**src/rtl/gmm_seq_pkg.sv**
```systemverilog
// gmm_seq_pkg
// Shared definitions for the GMM frame sequencer: sequencer state encoding,
// default geometry constants, error-bit positions and a saturating counter
// helper. Imported by gmm_inflight_counter and gmm_frame_sequencer.
package gmm_seq_pkg;

  localparam int NUM_PIXEL_DEF = 76800;
  localparam int ADDR_W_DEF    = 18;
  localparam int MAX_OUT_DEF   = 8;

  // Positions inside the sticky err_o vector
  localparam int ERR_SOP_MID   = 0;
  localparam int ERR_UNDERFLOW = 1;

  typedef enum logic [1:0] {
    IDLE  = 2'd0,
    RUN   = 2'd1,
    DRAIN = 2'd2
  } seq_state_e;

  // Frame counter increments stick at all-ones instead of wrapping
  function automatic logic [15:0] sat_inc16(input logic [15:0] value);
    if (value == 16'hFFFF) begin
      return value;
    end else begin
      return value + 16'd1;
    end
  endfunction

endpackage

```
**src/rtl/gmm_inflight_counter.sv**
```systemverilog
// gmm_inflight_counter
// Up/down occupancy counter for pixels in flight between launch and
// completion. Increment and decrement in the same cycle cancel. A decrement
// while empty is dropped and reported as a one-cycle underflow pulse; an
// increment while full (without a matching decrement) is dropped.
// Ports:
//   clk, rst   clock, synchronous active-high reset
//   inc, dec   increment / decrement requests
//   count      current occupancy (registered)
//   empty      count == 0
//   full       count == MAX
//   underflow  dec requested while empty (combinational pulse)
module gmm_inflight_counter
  import gmm_seq_pkg::*;
#(
  parameter int MAX = MAX_OUT_DEF,
  parameter int W   = $clog2(MAX + 1)
) (
  input  logic         clk,
  input  logic         rst,
  input  logic         inc,
  input  logic         dec,
  output logic [W-1:0] count,
  output logic         empty,
  output logic         full,
  output logic         underflow
);

  logic dec_ok;
  logic inc_ok;

  assign empty     = (count == '0);
  assign full      = (count == W'(MAX));
  assign underflow = dec & empty;
  assign dec_ok    = dec & ~empty;
  // A full counter can still accept an increment if a decrement frees a slot
  assign inc_ok    = inc & (~full | dec_ok);

  // Occupancy register
  always_ff @(posedge clk) begin
    if (rst) begin
      count <= '0;
    end else if (inc_ok && !dec_ok) begin
      count <= count + W'(1);
    end else if (dec_ok && !inc_ok) begin
      count <= count - W'(1);
    end else begin
      count <= count;
    end
  end

endmodule

```
**src/rtl/gmm_frame_sequencer.sv**
```systemverilog
// gmm_frame_sequencer
// Pops grey pixels from the input FIFO and launches them into fitgaussian
// with the matching parameter-memory read address, tracks pixels in flight,
// produces the write-back address and frame markers on completion, counts
// completed frames and recovers from a start-of-frame arriving mid-frame by
// draining the pipeline and relaunching that pixel as pixel 0.
// Ports:
//   clk_i, rst_i            clock, synchronous active-high reset
//   pix_valid_i, pix_sop_i  input FIFO head valid / head is start of frame
//   pix_ready_o             pop the head pixel (combinational)
//   out_afull_i             output FIFO almost full, blocks launches
//   fit_en_o, raddr_o,
//   first_frame_o           launch pulse, read address, frame-0 flag
//                           (registered, one cycle after the handshake)
//   fit_done_i              in-order completion pulse
//   waddr_o, out_sop_o,
//   out_eop_o               write address and frame markers for the
//                           completing pixel (combinational)
//   frame_cnt_o             completed frames, saturating
//   err_o                   sticky errors: [0] SOP mid-frame,
//                           [1] completion with nothing in flight
module gmm_frame_sequencer
  import gmm_seq_pkg::*;
#(
  parameter int NUM_PIXEL = NUM_PIXEL_DEF,
  parameter int ADDR_W    = ADDR_W_DEF,
  parameter int MAX_OUT   = MAX_OUT_DEF
) (
  input  logic              clk_i,
  input  logic              rst_i,
  input  logic              pix_valid_i,
  input  logic              pix_sop_i,
  output logic              pix_ready_o,
  input  logic              out_afull_i,
  output logic              fit_en_o,
  output logic [ADDR_W-1:0] raddr_o,
  output logic              first_frame_o,
  input  logic              fit_done_i,
  output logic [ADDR_W-1:0] waddr_o,
  output logic              out_sop_o,
  output logic              out_eop_o,
  output logic [15:0]       frame_cnt_o,
  output logic [1:0]        err_o
);

  localparam int                OW   = $clog2(MAX_OUT + 1);
  localparam logic [ADDR_W-1:0] LAST = ADDR_W'(NUM_PIXEL - 1);

  seq_state_e        state;
  logic [ADDR_W-1:0] lcnt;
  logic [ADDR_W-1:0] wcnt;
  // Set when the current frame launched its last pixel; decides whether the
  // drain that follows counts as a completed frame
  logic              frame_full;

  logic [OW-1:0]     outst;
  logic              out_empty;
  logic              out_full;
  logic              underflow;

  logic              ready;
  logic              sop_abort;
  logic              handshake;
  logic              launch;
  logic              done_ok;

  // Pop permission and mid-frame SOP detection
  always_comb begin
    ready     = 1'b0;
    sop_abort = 1'b0;
    case (state)
      IDLE: begin
        ready = 1'b1;
      end
      RUN: begin
        // A new frame start while mid-frame is held at the FIFO head
        if (pix_valid_i && pix_sop_i && (lcnt != '0)) begin
          sop_abort = 1'b1;
          ready     = 1'b0;
        end else begin
          ready = ~out_afull_i & ~out_full;
        end
      end
      DRAIN: begin
        ready = 1'b0;
      end
      default: begin
        ready = 1'b0;
      end
    endcase
  end

  assign pix_ready_o = ready;
  assign handshake   = pix_valid_i & ready;
  // In IDLE only a start-of-frame pixel is launched; the rest are discarded
  assign launch      = handshake & ((state != IDLE) | pix_sop_i);
  // Completions with nothing in flight are ignored everywhere
  assign done_ok     = fit_done_i & ~out_empty;

  assign waddr_o     = wcnt;
  assign out_sop_o   = done_ok & (wcnt == '0);
  assign out_eop_o   = done_ok & (wcnt == LAST);

  gmm_inflight_counter #(
    .MAX (MAX_OUT),
    .W   (OW)
  ) u_outst (
    .clk       (clk_i),
    .rst       (rst_i),
    .inc       (launch),
    .dec       (fit_done_i),
    .count     (outst),
    .empty     (out_empty),
    .full      (out_full),
    .underflow (underflow)
  );

  // Sequencer FSM, launch registers, write counter, frame counter and errors
  always_ff @(posedge clk_i) begin
    if (rst_i) begin
      state         <= IDLE;
      lcnt          <= '0;
      wcnt          <= '0;
      frame_full    <= 1'b0;
      fit_en_o      <= 1'b0;
      raddr_o       <= '0;
      first_frame_o <= 1'b0;
      frame_cnt_o   <= 16'd0;
      err_o         <= 2'b00;
    end else begin
      fit_en_o <= launch;
      if (launch) begin
        raddr_o       <= lcnt;
        first_frame_o <= (frame_cnt_o == 16'd0);
      end

      if (underflow) begin
        err_o[ERR_UNDERFLOW] <= 1'b1;
      end
      if (sop_abort) begin
        err_o[ERR_SOP_MID] <= 1'b1;
      end

      if (done_ok) begin
        wcnt <= (wcnt == LAST) ? '0 : wcnt + ADDR_W'(1);
      end

      case (state)
        IDLE: begin
          if (launch) begin
            lcnt       <= ADDR_W'(1);
            frame_full <= 1'b0;
            state      <= RUN;
          end
        end
        RUN: begin
          if (sop_abort) begin
            frame_full <= 1'b0;
            state      <= DRAIN;
          end else if (launch) begin
            if (lcnt == LAST) begin
              lcnt       <= '0;
              frame_full <= 1'b1;
              state      <= DRAIN;
            end else begin
              lcnt <= lcnt + ADDR_W'(1);
            end
          end
        end
        DRAIN: begin
          // Restart only once the pipeline is empty and quiet
          if ((outst == '0) && !fit_done_i) begin
            lcnt <= '0;
            wcnt <= '0;
            if (frame_full) begin
              frame_cnt_o <= sat_inc16(frame_cnt_o);
            end
            frame_full <= 1'b0;
            state      <= RUN;
          end
        end
        default: begin
          state <= IDLE;
        end
      endcase
    end
  end

endmodule
```
**config.mk**
```make
export PLATFORM = sky130hd
export DESIGN_NAME = gmm_frame_sequencer
export DESIGN_NICKNAME = d
export VERILOG_FILES = /design/src/rtl/gmm_seq_pkg.sv /design/src/rtl/gmm_inflight_counter.sv /design/src/rtl/gmm_frame_sequencer.sv
export SDC_FILE = /design/constraint.sdc
export NUM_CORES = 1
export LEC_CHECK = 0
export BUFFER_PORTS_ARGS = -buffer_cell sky130_fd_sc_hd__buf_2
export CORE_MARGIN = 10
export CORE_UTILIZATION = 25
export DETAILED_ROUTE_END_ITERATION = 16
export GPL_TIMING_DRIVEN = 0
export PLACE_DENSITY = 0.43
export SETUP_SLACK_MARGIN = 0.2
export SLEW_MARGIN = 30
export SYNTH_ARGS = -nofsm -noshare
export SYNTH_HDL_FRONTEND = slang
export SYNTH_SLANG_ARGS = --single-unit
```
**constraint.sdc**
```tcl
create_clock -name clk_i -period 9.7 [get_ports clk_i]
set_input_delay 0.97 -clock clk_i [delete_from_list [all_inputs] [get_ports clk_i]]
set_output_delay 0.97 -clock clk_i [all_outputs]
set_load 0.005 [all_outputs]
```
==> flow_summary.toml, run 1 <==
[timing]
tns_ns = 0
fin_worst_skew_ns = 0.01022
hold_slack_ns = 0.4531
period_share = 0.3725
timing.final.max_slew_violations = 0
slew_headroom = 0.4258
tightest_slew_ns = 0.8520
final.min_clock_period_ns = 3.613
timing_hold_violations_final = 0
rsz0062_at_grt = "false"
achievable-frequency_mhz = 276.8
number_of_failing_setup_endpoints_in_the_final_timing_report = 0

[clocking]
cts.clk_slew.worst_paths_ns = 0.06
clk_path_buf_depth = 2
cts_tree = "yes"
cts_setup_buffers = 0
cts_hold_buffers = 0
number_of_buffers_created_by_cts = 9
h-tree-depth = 3
post_cts.resized_instances = 0
tritoncts_num_sinks = 81
worstSkewPairLatency_ns = 0.34
clk_root_buffer_cell = "clkbuf_16"

[routing]
wire_per_inst_um = 15.35
routed_via_density = 4.816
routed-via-count = 3896
drt.antenna.violating_nets = 0
initial_detailed_routing_violation_count = 229
routed_wirelength_mm = 12.42
detail_route.first_pass.iterations = 4
remaining_drc_errors = 0

[die]
dieWidth_um = 148.5
top_level_ports = 65
core_area_um2 = 16060
design.die.area_um2 = 22040
start_util = 0.2570
die_y_um = 148.5
row_count = 46

[placement]
gpl.final_weighted_congestion = 0.7955
post_dp_hpwl_mm = 9.240
dp_cells = 793
numPortBuffers = 64

[synthesis]
synth_async_sr_flop_share = 0
synth.most_common_cell = "dfxtp_1"
synth_flop_cell = "dfxtp_1"
synthesis.instances = 513
synth-edff-count = 0
synth.yosys.seq_area_share = 0.3930
post-synth-top-area-cell = "dfxtp_1"
top_cells_by_count_synth = "dfxtp_1, nor2_1, nand2_1"
netlist_top_cells_area = "dfxtp_1, nor2_1, nand3_1, xor2_1, nand2_1"
yosysWarnings = 0
synth.distinct_cells = 50
ys_ff_latch = 81
syn-num-nets = 534
synthesis.area_um2 = 4126
post_synth.cell_area_avg_um2 = 8.044
synth_largest_type_area_fraction = 0.3930

[finish]
drive_gt1_frac = 0.1433
antenna_cells_inserted = 0
finalNetCount = 609
area_growth_syn_to_layout_pct = 22.13
final_cell_count_no_fill = 809

[global_routing]
grt_use_total = 0.1142
grt_start_max_net_pins = 14
remaining_global_route_overflow = 0
antenna_found_initial = 1
grt_first_pass_wirelength_mm = 20.47
grt_pass1_vias = 3867

[setup_path]
cp_cell_sequence = "clkbuf_1 > nor4_1 > nand3b_1 > o21ai_0 > nand2_1 > clkbuf_1 > nor2_1 > ha_1 > inv_1 > ha_1 > a21o_2 > a21oi_1 > xnor2_1 > or3_1 > a21oi_1"
reg2reg_from = "lcnt[8]"
critPathRequiredTime_ns = 9.96
worst_path_dominant_cell_family = "simple AND/OR/NAND/NOR gates"
cp-start-kind = "flop"
timing.critical_path.slowest_stage_cell = "nor4_1"
timing.critical_path.buf_inv = 3
path_max_fanout = 10
r2r.worst_path.cells = 15
cp_data_arrival_time_ns = 3.87
crit_type = "reg -> reg"
largest_stage_delay_on_the_critical_path_ns = 0.32
regToRegSetupSlack_ns = 6.09
crit-reg2reg-capture = "u_outst.count[3]"
critPathCaptureType = "flop"

[power]
p_seq_frac = 0.381
cellInternalPower_mw = 0.6674
power_frac_clock = 0.381
comb_power_share = 0.238
sw_frac_of_total = 0.3169
power_leakage_nw = 1.933
pwr_density_cell_nw_per_um2 = 193.9
p_switching_mw = 0.3096
max-vdd-ir-drop_uv = 90.03

[hold_path]
min-delay-path-class = "reg -> reg"
timing.hold.worst_path_depth = 2
worstHoldEndpoint = "raddr_o[0]"
min-delay-start = "raddr_o[0]"

[status]
status = "completed"

[job]
maxCapViolCount = 0
-- final cells by class --
| cell class | instances | area, um^2 |
|---|---|---|
| flip-flops and latches | 81 | 1622 |
| fillers | 1729 | 11020 |
| plain buffers | 29 | 111.4 |
| clock buffers | 12 | 246.5 |
| clock inverters | 4 | 76.32 |
| well taps | 216 | 270.3 |
| repair buffers | 64 | 320.3 |
| inverters | 14 | 52.55 |
| multi-input cells | 389 | 2341 |
-- worst register-to-register path, stage by stage (launching register included) --
cell      delay, ns
dfxtp_1        0.29
clkbuf_1       0.23
nor4_1         0.32
nand3b_1       0.21
o21ai_0        0.32
nand2_1        0.25
clkbuf_1       0.29
nor2_1         0.16
ha_1           0.18
inv_1          0.09
ha_1           0.27
a21o_2         0.21
a21oi_1        0.17
xnor2_1        0.09
or3_1          0.30
a21oi_1        0.15
-- stage by stage --
step                power (mW)  instance area, um^2  worst slack (ns)  utilization
global placement        0.6102                 4717             5.917       0.2938
global route             1.042                 5040             5.636       0.3139
detailed placement      0.6138                 4717             5.864       0.2938
floorplan               0.5402                 4126             6.422            -
finish                  0.9770                 5040             6.087       0.3139
CTS                     0.9941                 5040             6.010       0.3139
-- power groups by stage --
stage	sequential, mW	combinational, mW	clock (mW)
2_1_floorplan	0.374	0.167	0
3_3_place_gp	0.379	0.232	0
3_5_place_dp	0.380	0.234	0
4_1_cts	0.373	0.235	0.386
5_1_grt	0.376	0.265	0.400
6_report	0.372	0.232	0.373
-- worst max-delay path by stage --
| stage | from | endpoint | slack, ns | cells past startpoint |
|---|---|---|---|---|
| 3_3_place_gp | pix_valid_i | u_outst.count[3] | 5.92 | 14 |
| 4_1_cts | lcnt[0] | u_outst.count[3] | 6.01 | 16 |
| 6_report | lcnt[8] | u_outst.count[3] | 6.09 | 15 |
| 3_5_place_dp | pix_valid_i | u_outst.count[3] | 5.86 | 14 |
| 2_1_floorplan | out_afull_i | u_outst.count[3] | 6.42 | 13 |
| 5_1_grt | lcnt[8] | u_outst.count[3] | 5.64 | 15 |
-- metal layers --
metal	track usage	routed length, um
met5	0	20
met2	0.1743	5570
met3	0.03823	780
met1	0.1493	5971
met4	0.03171	78
-- layout by cell type, fill, tap and decap left out, types with 3 or more instances in the layout --
| cell type | count |
|---|---|
| a21oi_1 | 35 |
| a31oi_1 | 6 |
| and3_1 | 5 |
| and4_1 | 10 |
| buf_1 | 3 |
| buf_2 | 66 |
| clkbuf_1 | 26 |
| clkbuf_16 | 9 |
| dfxtp_1 | 81 |
| ha_1 | 14 |
| inv_1 | 14 |
| mux2i_1 | 4 |
| nand2_1 | 49 |
| nand2b_1 | 8 |
| nand3_1 | 45 |
| nand4_1 | 11 |
| nor2_1 | 62 |
| nor2b_1 | 16 |
| nor3_1 | 6 |
| nor4_1 | 9 |
| nor4b_1 | 4 |
| o21ai_0 | 12 |
| o21ai_1 | 12 |
| o31ai_1 | 9 |
| or3_1 | 7 |
| or4_1 | 3 |
| xnor2_1 | 10 |
| xor2_1 | 22 |
-- sequential cells by signal, indices dropped and copies added, names as in the netlist --
register,count
fit_en_o,1
frame_full,1
waddr_o,18
first_frame_o,1
lcnt,18
frame_cnt_o,16
u_outst.count,4
raddr_o,18
err_o,2
state,2
-- cell families (layout without fill, tap and decap cells) --
group	after synthesis	count (layout)	synth area share
AO/OA/AOI/OAI	94	94	0.1437
XOR/XNOR	32	32	0.06792
adder cells (fa/ha/maj)	15	15	0.04730
buffers and inverters	43	123	0.03972
flip-flops	81	81	0.3930
multiplexers	4	4	0.009703
AND/OR/NAND/NOR	244	244	0.2987
(Power assumes the default switching activity.)
==> inputs of run 2 (changes only) <==
PLACE_DENSITY = 0.44   (was 0.43)
clock period = 3.3 ns   (was 9.7 ns; I/O delays follow)
==> run 2 against run 1 <==
Compared with the run above: core utilization rose by 1.5 points; final cell count rose by 1.5%; sequential share of layout area fell by 1.1 points; maximum frequency rose by 23%; worst setup slack got worse by 5.7 ns; via count rose by 2.4%; sequential power rose to 3.0 times the previous value; sequential cell count did not move; hold slack got worse by 0.14 ns; power rose to 3.0 times the previous value; critical path type unchanged; largest cell class unchanged.
==> flow_summary.toml, run 2 (synthesized netlist as in run 1, its figures left out) <==
[status]
status = "completed"

[setup_path]
critPathCaptureType = "flop"
crit_type = "reg -> reg"
cp-start-kind = "flop"
crit-reg2reg-capture = "u_outst.count[3]"
critPathRequiredTime_ns = 3.58
cp_data_arrival_time_ns = 3.22
path_max_fanout = 7
regToRegSetupSlack_ns = 0.35
reg2reg_from = "u_outst.count[0]"
r2r.worst_path.cells = 13

[clocking]
worstSkewPairLatency_ns = 0.35
cts.clk_slew.worst_paths_ns = 0.07
tritoncts_num_sinks = 81
clk_path_buf_depth = 2
clk_root_buffer_cell = "clkbuf_16"
h-tree-depth = 3
cts_tree = "yes"
number_of_buffers_created_by_cts = 9

[hold_path]
min-delay-path-class = "in -> reg"
timing.hold.worst_path_depth = 3
worstHoldEndpoint = "err_o[1]"
min-delay-start = "fit_done_i"

[global_routing]
grt_use_total = 0.1150
antenna_found_initial = 2
grt_start_max_net_pins = 14
grt_first_pass_wirelength_mm = 20.49
grt_pass1_vias = 3934
remaining_global_route_overflow = 0

[finish]
mostFrequentLayoutCell = "dfxtp_1"
mostFrequentLayoutCells = "dfxtp_1, buf_2, nor2_1"
drive_gt1_frac = 0.2193
area_of_the_multi_input_gates_um2 = 2490
n_fill_cell = 1718
finalNetCount = 619
layout.cell_area.non_filler_um2 = 5281
area_growth_syn_to_layout_pct = 27.99
seq_area_um2 = 1640
final_cell_count_no_fill = 821

[die]
row_count = 46
design.die.area_um2 = 22040
core_area_um2 = 16060
dieWidth_um = 148.5
top_level_ports = 65
start_util = 0.2570
die_y_um = 148.5

[placement]
dp_cells = 793
numPortBuffers = 64
gpl.final_weighted_congestion = 0.8193
post_dp_hpwl_mm = 9.234
placed_cell_area_um2 = 4717

[routing]
drt.antenna.violating_nets = 0
routed-via-count = 3988
initial_detailed_routing_violation_count = 166
remaining_drc_errors = 0
routed_wirelength_mm = 12.76
routed_via_density = 4.857
wire_per_inst_um = 15.55
detail_route.first_pass.iterations = 4

[power]
max-vdd-ir-drop_uv = 293.4
cellInternalPower_mw = 1.918
pwr_density_cell_nw_per_um2 = 549.8
p_seq_frac = 0.381
sw_frac_of_total = 0.3397
power_frac_clock = 0.329
power_leakage_nw = 2.049
p_switching_mw = 0.9864
comb_power_share = 0.290

[timing]
period_share = 0.8925
slew_headroom = 0.3771
tns_ns = 0
achievable-frequency_mhz = 339.5
fin_worst_skew_ns = 0.01032
hold_slack_ns = 0.3106
number_of_failing_setup_endpoints_in_the_final_timing_report = 0
timing_hold_violations_final = 0
final.min_clock_period_ns = 2.945
tightest_slew_ns = 0.9273
rsz0062_at_grt = "false"
timing.final.max_slew_violations = 0

[job]
maxCapViolCount = 0
-- run 2: worst max path at each step --
stage | slack (ns) | end | from
2_1_floorplan | 0.23 | u_outst.count[3] | u_outst.count[0]
3_3_place_gp | -0.32 | u_outst.count[3] | lcnt[8]
3_5_place_dp | -0.36 | u_outst.count[3] | lcnt[8]
4_1_cts | 0.22 | u_outst.count[3] | lcnt[7]
5_1_grt | 0.22 | u_outst.count[3] | state[0]
6_report | 0.35 | u_outst.count[3] | u_outst.count[0]
-- run 2: power by group through the flow --
stage | Sequential (mW) | Clock [mW] | Combinational [mW]
6_report | 1.11 | 0.954 | 0.842
5_1_grt | 1.12 | 1.02 | 0.940
4_1_cts | 1.10 | 0.991 | 0.739
3_5_place_dp | 1.12 | 0 | 0.687
3_3_place_gp | 1.11 | 0 | 0.680
2_1_floorplan | 1.10 | 0 | 0.490
-- run 2: timing repair --
action	CTS	global route
gates resized for setup	30	34
pin swaps	6	13
hold buffers	0	0
setup endpoints to repair	3	1
setup buffers	3	7
-- run 2: area by class of cell --
class / instances / share of cell area
multi-input combinational: 389 / 0.4715
sequential: 81 / 0.3106
timing repair buffer: 74 / 0.07486
tap: 216 / 0.05117
clock buffer: 11 / 0.04596
buffer: 29 / 0.02843
inverter: 14 / 0.01042
clock inverter: 4 / 0.005686
antenna: 3 / 0.001421
-- run 2: critical path, cell delays in order, from the launching register on --
cell and delay [ns]:
dfxtp_2 0.37, or4b_4 0.58, a32o_2 0.27, nand2_4 0.10, buf_8 0.11, nor2_2 0.04, ha_2 0.17, inv_2 0.09
ha_4 0.20, a21o_2 0.20, a21oi_4 0.14, xnor2_2 0.08, or3_1 0.38, a21oi_2 0.12
-- run 2: routing by layer --
layer | vias to the layer above | wire length (um) | GRT usage
li1 | 1983 | - | -
met1 | 1887 | 5927 | 0.1429
met2 | 103 | 5730 | 0.1790
met3 | 15 | 919 | 0.04187
met4 | 0 | 187 | 0.04014
met5 | - | 0 | 0
-- run 2: stage by stage --
stage | utilization | setup slack (ns) | total power [mW]
finish | 0.3289 | 0.3546 | 2.904
floorplan | - | 0.2273 | 1.588
global route | 0.3284 | 0.2226 | 3.078
global placement | 0.2938 | -0.3166 | 1.793
CTS | 0.3178 | 0.2152 | 2.829
detailed placement | 0.2938 | -0.3575 | 1.803
